[src/rtl/muldiv_pkg.sv]
// Shared definitions for the iterative multiply/divide unit: op codes,
// sequencer state encoding and the iteration count.
package muldiv_pkg;

    // Number of radix-2 steps for a 32-bit operand.
    localparam int ITER = 32;

    // Op codes driven by the control unit (funct 0x18/0x19/0x1A/0x1B map to
    // MULT/MULTU/DIV/DIVU, funct 0x11/0x13 map to MTHI/MTLO; MFHI/MFLO use mf_req_i).
    typedef enum logic [2:0] {
        MULT  = 3'd0,
        MULTU = 3'd1,
        DIV   = 3'd2,
        DIVU  = 3'd3,
        MTHI  = 3'd4,
        MTLO  = 3'd5
    } op_t;

    typedef enum logic [1:0] {
        IDLE = 2'd0,
        CALC = 2'd1,
        FIX  = 2'd2,
        DONE = 2'd3
    } state_t;

    // True for the four iterative ops.
    function automatic logic is_muldiv(input logic [2:0] op);
        return (op == MULT) || (op == MULTU) || (op == DIV) || (op == DIVU);
    endfunction

endpackage

[src/rtl/muldiv_datapath.sv]
// Accumulators and one radix-2 step for multiply (shift-add) and divide
// (restoring), plus the final sign correction. Sequencing lives in the top.
// Optional MULDIV_EARLY_TERM_EN: flags a multiply whose remaining multiplier
// bits are all zero so the sequencer can leave CALC early.
module muldiv_datapath
    import muldiv_pkg::*;
#(
    parameter int XLEN = 32
) (
    input  logic            clk,
    input  logic            rst_n,
    input  logic            load,
    input  logic            step,
    input  logic [2:0]      op,
    input  logic [XLEN-1:0] rs_val,
    input  logic [XLEN-1:0] rt_val,
    output logic            early_done,
    output logic [XLEN-1:0] res_hi,
    output logic [XLEN-1:0] res_lo
);
    localparam int W2 = 2 * XLEN;

    // Multiply: acc is the product, mcand the left-shifting multiplicand.
    // Divide: acc is {remainder, dividend/quotient}, mcand[XLEN-1:0] the divisor.
    logic [W2-1:0]   acc;
    logic [W2-1:0]   mcand;
    logic [XLEN-1:0] mplier;
    logic [XLEN-1:0] rs_raw;
    logic            is_div;
    logic            neg_q;
    logic            neg_r;
    logic            div_zero;

    logic            sgn_op;
    logic [XLEN-1:0] a_mag;
    logic [XLEN-1:0] b_mag;
    logic [XLEN:0]   rem_shift;
    logic [XLEN:0]   diff;
    logic [W2-1:0]   prod;
    logic [XLEN-1:0] quo;
    logic [XLEN-1:0] rem;

    // Operand magnitudes and the restoring-divide trial subtraction.
    always_comb begin
        sgn_op    = (op == MULT) || (op == DIV);
        a_mag     = (sgn_op && rs_val[XLEN-1]) ? -rs_val : rs_val;
        b_mag     = (sgn_op && rt_val[XLEN-1]) ? -rt_val : rt_val;
        rem_shift = acc[W2-1:XLEN-1];
        diff      = rem_shift - {1'b0, mcand[XLEN-1:0]};
    end

    // Load on accept, then one step per cycle while the sequencer is in CALC.
    always_ff @(posedge clk or negedge rst_n) begin
        if (!rst_n) begin
            acc      <= '0;
            mcand    <= '0;
            mplier   <= '0;
            rs_raw   <= '0;
            is_div   <= 1'b0;
            neg_q    <= 1'b0;
            neg_r    <= 1'b0;
            div_zero <= 1'b0;
        end else if (load) begin
            is_div   <= (op == DIV) || (op == DIVU);
            neg_q    <= sgn_op && (rs_val[XLEN-1] ^ rt_val[XLEN-1]);
            neg_r    <= sgn_op && rs_val[XLEN-1];
            div_zero <= (rt_val == '0);
            rs_raw   <= rs_val;
            if ((op == DIV) || (op == DIVU)) begin
                acc    <= {{XLEN{1'b0}}, a_mag};
                mcand  <= {{XLEN{1'b0}}, b_mag};
                mplier <= '0;
            end else begin
                acc    <= '0;
                mcand  <= {{XLEN{1'b0}}, a_mag};
                mplier <= b_mag;
            end
        end else if (step) begin
            if (is_div) begin
                if (!diff[XLEN])
                    acc <= {diff[XLEN-1:0], acc[XLEN-2:0], 1'b1};
                else
                    acc <= {rem_shift[XLEN-1:0], acc[XLEN-2:0], 1'b0};
            end else begin
                acc    <= acc + (mplier[0] ? mcand : '0);
                mcand  <= mcand << 1;
                mplier <= mplier >> 1;
            end
        end
    end

    // Sign correction; a zero divisor forces LO=all-ones and HI=raw dividend.
    always_comb begin
        prod = neg_q ? -acc : acc;
        quo  = neg_q ? -acc[XLEN-1:0] : acc[XLEN-1:0];
        rem  = neg_r ? -acc[W2-1:XLEN] : acc[W2-1:XLEN];
        if (is_div) begin
            res_hi = div_zero ? rs_raw : rem;
            res_lo = div_zero ? '1 : quo;
        end else begin
            res_hi = prod[W2-1:XLEN];
            res_lo = prod[XLEN-1:0];
        end
    end

`ifdef MULDIV_EARLY_TERM_EN
    // The step taken this cycle leaves no set multiplier bits behind.
    assign early_done = !is_div && (mplier[XLEN-1:1] == '0);
`else
    assign early_done = 1'b0;
`endif

endmodule

[src/rtl/muldiv_sequencer.sv]
// Multi-cycle MULT/MULTU/DIV/DIVU sequencer owning HI/LO, beside the EX ALU.
// Optional MULDIV_EARLY_TERM_EN: multiplies leave CALC once the remaining
// multiplier bits are zero.
// Handshake: an op is taken when start_i is high in IDLE or DONE and flush_i
// is low; while busy, a start_i or mf_req_i raises stall_o and the EX stage
// keeps re-presenting the same op until stall_o drops.
module muldiv_sequencer
    import muldiv_pkg::*;
#(
    parameter int XLEN  = 32,
    parameter int CNT_W = 5
) (
    input  logic            clk,
    input  logic            rst_n,
    input  logic            start_i,
    input  logic [2:0]      op_i,
    input  logic [XLEN-1:0] rs_val_i,
    input  logic [XLEN-1:0] rt_val_i,
    input  logic            mf_req_i,
    input  logic            flush_i,
    output logic            stall_o,
    output logic            busy_o,
    output logic            done_o,
    output logic [XLEN-1:0] hi_o,
    output logic [XLEN-1:0] lo_o,
    output state_t          state_dbg
);
    state_t             state;
    logic [CNT_W-1:0]   cnt;
    logic               take;
    logic               load;
    logic               early_done;
    logic [XLEN-1:0]    res_hi;
    logic [XLEN-1:0]    res_lo;

    // Accept decode and the combinational stall toward the hazard unit.
    always_comb begin
        take    = ((state == IDLE) || (state == DONE)) && start_i && !flush_i;
        load    = take && is_muldiv(op_i);
        stall_o = busy_o && (start_i || mf_req_i);
    end

    assign state_dbg = state;

    muldiv_datapath #(
        .XLEN(XLEN)
    ) u_datapath (
        .clk        (clk),
        .rst_n      (rst_n),
        .load       (load),
        .step       (state == CALC),
        .op         (op_i),
        .rs_val     (rs_val_i),
        .rt_val     (rt_val_i),
        .early_done (early_done),
        .res_hi     (res_hi),
        .res_lo     (res_lo)
    );

    // Sequencer FSM with registered busy/done and HI/LO ownership.
    always_ff @(posedge clk or negedge rst_n) begin
        if (!rst_n) begin
            state  <= IDLE;
            cnt    <= '0;
            busy_o <= 1'b0;
            done_o <= 1'b0;
            hi_o   <= '0;
            lo_o   <= '0;
        end else begin
            done_o <= 1'b0;
            case (state)
                IDLE, DONE: begin
                    state  <= IDLE;
                    busy_o <= 1'b0;
                    if (take) begin
                        if (is_muldiv(op_i)) begin
                            state  <= CALC;
                            busy_o <= 1'b1;
                            cnt    <= '0;
                        end else if (op_i == MTHI) begin
                            hi_o <= rs_val_i;
                        end else if (op_i == MTLO) begin
                            lo_o <= rs_val_i;
                        end
                    end
                end
                CALC: begin
                    if (flush_i) begin
                        state  <= IDLE;
                        busy_o <= 1'b0;
                    end else begin
                        cnt <= cnt + 1'b1;
                        if ((cnt == CNT_W'(ITER - 1)) || early_done)
                            state <= FIX;
                    end
                end
                FIX: begin
                    busy_o <= 1'b0;
                    if (flush_i) begin
                        state <= IDLE;
                    end else begin
                        hi_o   <= res_hi;
                        lo_o   <= res_lo;
                        state  <= DONE;
                        done_o <= 1'b1;
                    end
                end
                default: begin
                    state  <= IDLE;
                    busy_o <= 1'b0;
                end
            endcase
        end
    end

endmodule

[config.mk]
export PLATFORM = sky130hd
export DESIGN_NAME = muldiv_sequencer
export DESIGN_NICKNAME = d
export VERILOG_FILES = /design/src/rtl/muldiv_pkg.sv /design/src/rtl/muldiv_datapath.sv /design/src/rtl/muldiv_sequencer.sv
export SDC_FILE = /design/constraint.sdc
export NUM_CORES = 1
export LEC_CHECK = 0
export ABC_AREA = 1
export CELL_PAD_IN_SITES_DETAIL_PLACEMENT = 1
export CELL_PAD_IN_SITES_GLOBAL_PLACEMENT = 2
export CORE_MARGIN = 4
export CORE_UTILIZATION = 31
export CTS_CLUSTER_SIZE = 8
export DETAILED_ROUTE_END_ITERATION = 16
export DONT_BUFFER_PORTS = 1
export PLACE_DENSITY_LB_ADDON = 0.1
export REMOVE_ABC_BUFFERS = 1
export SLEW_MARGIN = 20
export SYNTH_ARGS = -nofsm -noshare
export SYNTH_HDL_FRONTEND = slang
export SYNTH_SLANG_ARGS = --single-unit
[constraint.sdc]
create_clock -name clk -period 2.4 [get_ports clk]
set_input_delay 0.48 -clock clk [delete_from_list [all_inputs] [get_ports clk]]
set_output_delay 0.48 -clock clk [all_outputs]
set_load 0.03 [all_outputs]
After elaboration in Yosys (flattened, before gate mapping). Cells that the tools add are included.

Logic and storage cells: 119. Register bits: 269. Input bits: 72.

Eq/ne operators: 20. Reduce and logical (&&, ||, !) cells: 26. Add/subtract/negate cells: 8. Mux-type cells: 50. Bitwise operators: 1.

Operator list (count): two-way mux 32 bit (23); two-way mux 64 bit (9); negation 32 bit (4); case mux 32 bit (2 select lines) (2); adder 64 bit (1); negation 64 bit (1); subtractor 33 x 32 -> 33 bit (1); logical NOT 32 bit (1); != test 2 bit (second input constant) (10); two-way mux 5 bit (3); case mux 5 bit (2 select lines) (1); logical AND 1 bit (7); logical OR 1 bit (7); two-way mux 1 bit (7); == test 3 x 2 -> 1 bit (second input constant) (2); == test 3 bit (second input constant) (2); two-way mux 2 bit (3); case mux 2 bit (3 select lines) (1); AND reduction 6 bit (1); nonzero test 2 bit (3); adder 5 x 1 -> 5 bit (second input constant) (1); == test 5 bit (second input constant) (1); AND reduction 5 bit (1); == test 2 bit (second input constant) (2); other kinds (11) (11).

Logic depth before layout (Yosys ltp).
Depth in word-level cells: 7. Gate-level depth with buffers: 21.

Hierarchy. Synthesis repeated with hierarchy kept, for this count alone.

Cells, all modules: 4699. Area total of the unflattened synthesis: 27189.8 um2.

By module, submodules not included: muldiv_datapath (cells an instance 4173, area each 23336.1 um2, instances 1); muldiv_sequencer (cells an instance 526, area each 3853.7 um2, instances 1).

Least setup slack after synthesis. No wires, ideal clock.

Kind: flip-flop to flip-flop. Start point: register u_datapath.mplier[0]. End point: register u_datapath.acc[44]. Data required time: 2283 ps. Cell stages (with the launch flop): 21. Arrival time: 2451 ps. Slack: -168 ps. Cells stage by stage: dfrtp_1 > clkbuf_1 > clkbuf_1 > nand2_1 > inv_1 > ha_1 > fa_1 > nand3_1 > nand3_1 > nand2_1 > nand2_1 > nand2_1 > nand2_1 > nand2_1 > nand2_1 > nand2_1 > nand2_1 > nand2_1 > nand3_1 > nand3_1 > nand2_1.

Longest elaborated chain between the ends: 5.

Ends and longest elaborated chain: start: declaration (line muldiv_datapath.sv:27) `logic [XLEN-1:0] mplier;`; start signal: assignment (line muldiv_datapath.sv:76) `mplier <= b_mag;`; start signal: assignment (line muldiv_datapath.sv:87) `mplier <= mplier >> 1;`; two-way mux 64 bit (line muldiv_datapath.sv:85) `acc <= acc + (mplier[0] ? mcand : '0);`; adder 64 bit (line muldiv_datapath.sv:85); two-way mux 64 bit (line muldiv_datapath.sv:79) `if (is_div) begin`; two-way mux 64 bit (line muldiv_datapath.sv:78) `end else if (step) begin`; two-way mux 64 bit (line muldiv_datapath.sv:63) `end else if (load) begin`; end signal: assignment (line muldiv_datapath.sv:81) `acc <= {diff[XLEN-1:0], acc[XLEN-2:0], 1'b1};`; end signal: assignment (line muldiv_datapath.sv:83) `acc <= {rem_shift[XLEN-1:0], acc[XLEN-2:0], 1'b0};`; end signal: assignment (line muldiv_datapath.sv:85); end: declaration (line muldiv_datapath.sv:25) `logic [W2-1:0] acc;`.

Every way passes these cells. The select of a mux whose other input is x is not followed. A chain may end at the register's enable or synchronous reset.

Final worst setup path.
Start point: register u_datapath.mplier[0]. End point: register u_datapath.acc[49].

Same word-level chain as after synthesis.

==> results_tabular.tex <==
\begin{tabular}{lr}
\hline
Metric & Value \\
\hline
\multicolumn{2}{l}{\textbf{Job}} \\
\quad Max-cap violations & 0 \\
\multicolumn{2}{l}{\textbf{Timing}} \\
\quad Max Transition Viols Final & 0 \\
\quad Achievable Freq & roughly 370 MHz \\
\quad Final period util & 114\% \\
\quad Slew at the pin with the worst max-slew slack & about 870 ps \\
\quad Clk\_skew & between 20 and 30 ps \\
\quad Sum of negative setup slack & -7870 ps \\
\quad Setup repair after global routing missed its margin & true \\
\quad Time the final worst path needs with I/O delays and setup & 2740 ps \\
\quad Headroom to the max-slew limit & 41.7\% \\
\quad Worst hold-check slack & -427 ps \\
\quad Fin worst setup slack & -338 ps \\
\quad Hold violation total from the final report & between 200 and 300 \\
\quad Final setup vio count & between 40 and 50 \\
\multicolumn{2}{l}{\textbf{Pwr}} \\
\quad Peak VDD IR & 527 uV \\
\quad Total leakage power & between 15 and 20 nW \\
\quad Overall power consumption & $\sim$0.042 W \\
\quad Total power divided by cell area & approximately 1100 nW/um2 \\
\multicolumn{2}{l}{\textbf{Clock network}} \\
\quad CTS clk-pin slew, worst paths & approximately 60 ps \\
\quad Clk sink count & around 270 \\
\quad Worst-case clock buffer depth & 3 \\
\quad TritonCTS clock tree & yes \\
\quad Later-pin clock latency in the skew report & around 610 ps \\
\quad TritonCTS Buffers & 42 \\
\quad H-tree depth & 2 \\
\quad Quantity of hold-fixing buffers added after cts & 1 \\
\quad Clk Tree Root Cell & clkbuf\_16 \\
\multicolumn{2}{l}{\textbf{Logic synthesis}} \\
\quad Count of cell types in the netlist & between 50 and 60 \\
\quad Number of synthesized flops with an enable pin & 0 \\
\quad Share of synthesized cell area in and, or, nand and nor gates & between 30\% and 40\% \\
\quad Post-synthesis xor/xnor area fraction & between 3 and 4\% \\
\quad Post-synthesis cell count & around 4,600 \\
\quad Dominant cells by area after synthesis & dfrtp\_1, nand2\_1, inv\_1 \\
\quad Multiplexer area fraction after synthesis & less than 1\% \\
\quad Adder-Cell Fraction of Synth Area & between 4 and 5\% \\
\quad Synth Cell Area & 26,700 um2 \\
\quad Yosys warns & 0 \\
\quad Part of the Yosys area used for sequential elements & 25.2\% \\
\quad Post-synth top area share & 25.2\% \\
\quad Main combinational cell family by area after synthesis & simple AND/OR/NAND/NOR gates \\
\quad Synthesis-stage register bit count & approximately 270 \\
\quad Async set-or-reset flop fraction in the synthesized netlist & 100\% \\
\quad Most instantiated flip-flop cell in the synthesis netlist & dfrtp\_1 \\
\quad Avg Synthesized Cell Area & about 5.8 um2 \\
\quad Area fraction in compound gates after synthesis & roughly 13\% \\
\quad Top cell type by total area after synthesis & dfrtp\_1 \\
\multicolumn{2}{l}{\textbf{Detailed routing}} \\
\quad Met3 routed wirelength & 6.56 mm \\
\quad Detailed-route wire length on metal 1 & between 60 and 70 mm \\
\quad Post-DR vias/cell & 5.09 \\
\quad Total wirelength of the detailed-routed design & roughly 150 mm \\
\quad Top metal layer carrying routed signals & met4 \\
\quad Drt first-iter violations & 2,105 \\
\quad Average wire per cell in the routed design & between 20 and 25 um \\
\quad Routed wl met2 & slightly below 70 mm \\
\quad Antenna-violating nets left & 0 \\
\quad Total iterations of the first detailed-routing run & 6 \\
\quad DRC violation count after routing & 0 \\
\quad Via count & between 30,000 and 40,000 \\
\multicolumn{2}{l}{\textbf{Worst setup path}} \\
\quad Slowest stage delay, CP & about 440 ps \\
\quad Kind of cell with the highest combined delay on the critical path & simple AND/OR/NAND/NOR gates \\
\quad CP endpoint kind & flop \\
\quad Count of buffer and inverter cells on the critical path & 6 \\
\quad Cell Chain, Critical Path & buf\_12, buf\_4, nand2\_1, inv\_2, ha\_4, nand2\_1, nor2\_1, inv\_1, nor2\_1, buf\_4, buf\_4, nand2\_1, nand2\_1, nand2\_1, nand4\_1, nand3\_1, nand3\_1, nand2\_1 \\
\quad Library cell appearing most often on the critical path & nand2\_1 \\
\quad Required @ worst endpoint & between 2000 and 3000 ps \\
\quad Startpoint class of the critical path & flop \\
\quad Type of the worst setup path & reg2reg \\
\quad Worst path arrival time & approximately 3200 ps \\
\quad Standard cell with the maximum stage delay on the critical path & dfrtp\_2 \\
\quad Critical path fanouts, max & 20 \\
\multicolumn{2}{l}{\textbf{Floorplanning}} \\
\quad Height of the die & 301 um \\
\quad Core Footprint & 85,300 um2 \\
\quad FP Rows & 107 \\
\quad Die outline width & about 300 um \\
\quad \# IOs & between 100 and 150 \\
\quad Full die area & approximately 91,000 um2 \\
\quad Effective utilization at floorplan & between 30\% and 40\% \\
\multicolumn{2}{l}{\textbf{Finish}} \\
\quad Number of diodes added for antenna fixing & 0 \\
\quad Count of filler cells inserted in the layout & between 10,000 and 15,000 \\
\quad Number of nets in the final layout & $\sim$5,400 \\
\quad Layout cell share with drive strength beyond 1 & approximately a quarter \\
\quad Summed area of non-filler cells in the final layout & 37,000 um2 \\
\quad Most common cell after layout, fill and taps aside & nand2\_1 \\
\quad Syn-to-layout area delta & 38.7\% \\
\quad Most used cells in the layout excluding fill and tap cells & nand2\_1, inv\_1, buf\_4 \\
\multicolumn{2}{l}{\textbf{Place}} \\
\quad Post-detail-place hpwl & around 120 mm \\
\quad Routability congestion estimate & 0.969 \\
\quad Buffers added on ports & 0 \\
\quad Placed inst area & between 30,000 and 40,000 um2 \\
\multicolumn{2}{l}{\textbf{Global routing}} \\
\quad Overall routing resource usage & about a third \\
\quad Vias in the first global route & 33,000 \\
\quad GR Overflow Total & 0 \\
\quad Number of antenna violations at the first check in global routing & 2 \\
\quad Global-route wire length before repair & approximately 210 mm \\
\quad Pin count of the biggest net entering global routing & 270 \\
\multicolumn{2}{l}{\textbf{Status}} \\
\quad Result of the run & complete, but fails checks \\
\quad Violated checks & hold timing, setup timing \\
\multicolumn{2}{l}{\textbf{Hold path}} \\
\quad Kind of path behind the tightest hold check & in2async \\
\hline
\end{tabular}
[cell usage after synthesis (22+ instances only)]
| master | number |
|---|---|
| inv_1 | 784 |
| o22ai_1 | 35 |
| dfrtp_1 | 269 |
| nand3_1 | 377 |
| ha_1 | 103 |
| nand2_2 | 22 |
| nor3_1 | 42 |
| nand2_1 | 1511 |
| buf_2 | 38 |
| nand4_1 | 45 |
| xor2_1 | 81 |
| o21ai_0 | 210 |
| nor2_1 | 529 |
| o211ai_1 | 28 |
| a21oi_1 | 288 |
| clkbuf_1 | 87 |
| a22oi_1 | 25 |
[worst register-to-register path: stages (launching register included)]
cell and delay [ps]:
dfrtp_2 440, buf_12 170, buf_4 170, nand2_1 80, inv_2 60, ha_4 300, nand2_1 80, nor2_1 170
inv_1 120, nor2_1 160, buf_4 170, buf_4 110, nand2_1 60, nand2_1 90, nand2_1 70, nand4_1 90
nand3_1 120, nand3_1 120, nand2_1 50
[cells by family (layout without fill, tap and decap cells)]
| logic type | Yosys count | after routing |
|---|---|---|
| AO/OA/AOI/OAI | 651 | 651 |
| XOR/XNOR | 96 | 96 |
| adder cells (fa/ha/maj) | 105 | 105 |
| buffers and inverters | 942 | 1586 |
| flip-flops | 269 | 269 |
| multiplexers | 1 | 1 |
| AND/OR/NAND/NOR | 2576 | 2578 |
[layout make-up]
type | instances | area, um2 | share of cell area, %
clock inverter | 6 | 77.6 | 0.210
sequential | 269 | 6780 | 18.3
inverter | 796 | 3010 | 8.13
tap | 1144 | 1430 | 3.87
timing repair buffer | 728 | 6000 | 16.2
clock buffer | 56 | 1150 | 3.12
multi-input combinational | 3431 | 18600 | 50.1
[registers in the layout, indices dropped and copies added (netlist names)]
name and cells:
u_datapath.acc 64, u_datapath.mcand 64, hi_o 32, lo_o 32
u_datapath.mplier 32, u_datapath.rs_raw 32, cnt 5, state_dbg 2
busy_o 1, done_o 1, u_datapath.div_zero 1, u_datapath.is_div 1
u_datapath.neg_q 1, u_datapath.neg_r 1
[routing by layer]
metal	GRT usage, %	vias up
met5	0	-
met2	52.6	704
met3	2.97	192
li1	-	15800
met4	10.0	0
met1	42.5	16000
[metrics by stage]
step,util (%),setup WS [ps],cells
3_3_place_gp,38.7,-502,6320
3_5_place_dp,38.7,-520,6320
4_1_cts,41.3,-312,6396
2_1_floorplan,-,-3460,4494
6_report,43.4,-338,6430
5_1_grt,43.4,-471,6430
[worst paths after layout]
path                       slack, ps                   from  depth (start not counted)               endpoint
setup / recovery                -340   u_datapath.mplier[0]                         18     u_datapath.acc[49]
hold / removal                  -430                  rst_n                          0                lo_o[0]
setup reg to reg                -340   u_datapath.mplier[0]                         18     u_datapath.acc[49]
hold reg to reg                  480  u_datapath.rs_raw[30]                          2  u_datapath.rs_raw[30]
max in group asynchronous       2120                  rst_n                          0     u_datapath.acc[42]
min in group clk                  50            rs_val_i[1]                          2                lo_o[1]
[report_power, final]
group / switching, W / total [W] / leakage, nW / internal, W
sequential: 0.00238 / 0.00824 / 3.21 / 0.00586
clock: 0.00240 / 0.00583 / 0.603 / 0.00343
combinational: 0.0162 / 0.0282 / 15.4 / 0.0120
total: 0.0210 / 0.0423 / 19.3 / 0.0213
[what timing repair did]
| action | CTS | global route |
|---|---|---|
| gates resized for setup | 202 | 360 |
| hold endpoints to repair | 270 | 269 |
| pin swaps | 22 | 50 |
| buffers inserted | 11 | 34 |
| setup endpoints to repair | 145 | 193 |
| gates cloned | 2 | 1 |
(Power assumes the default switching activity.)
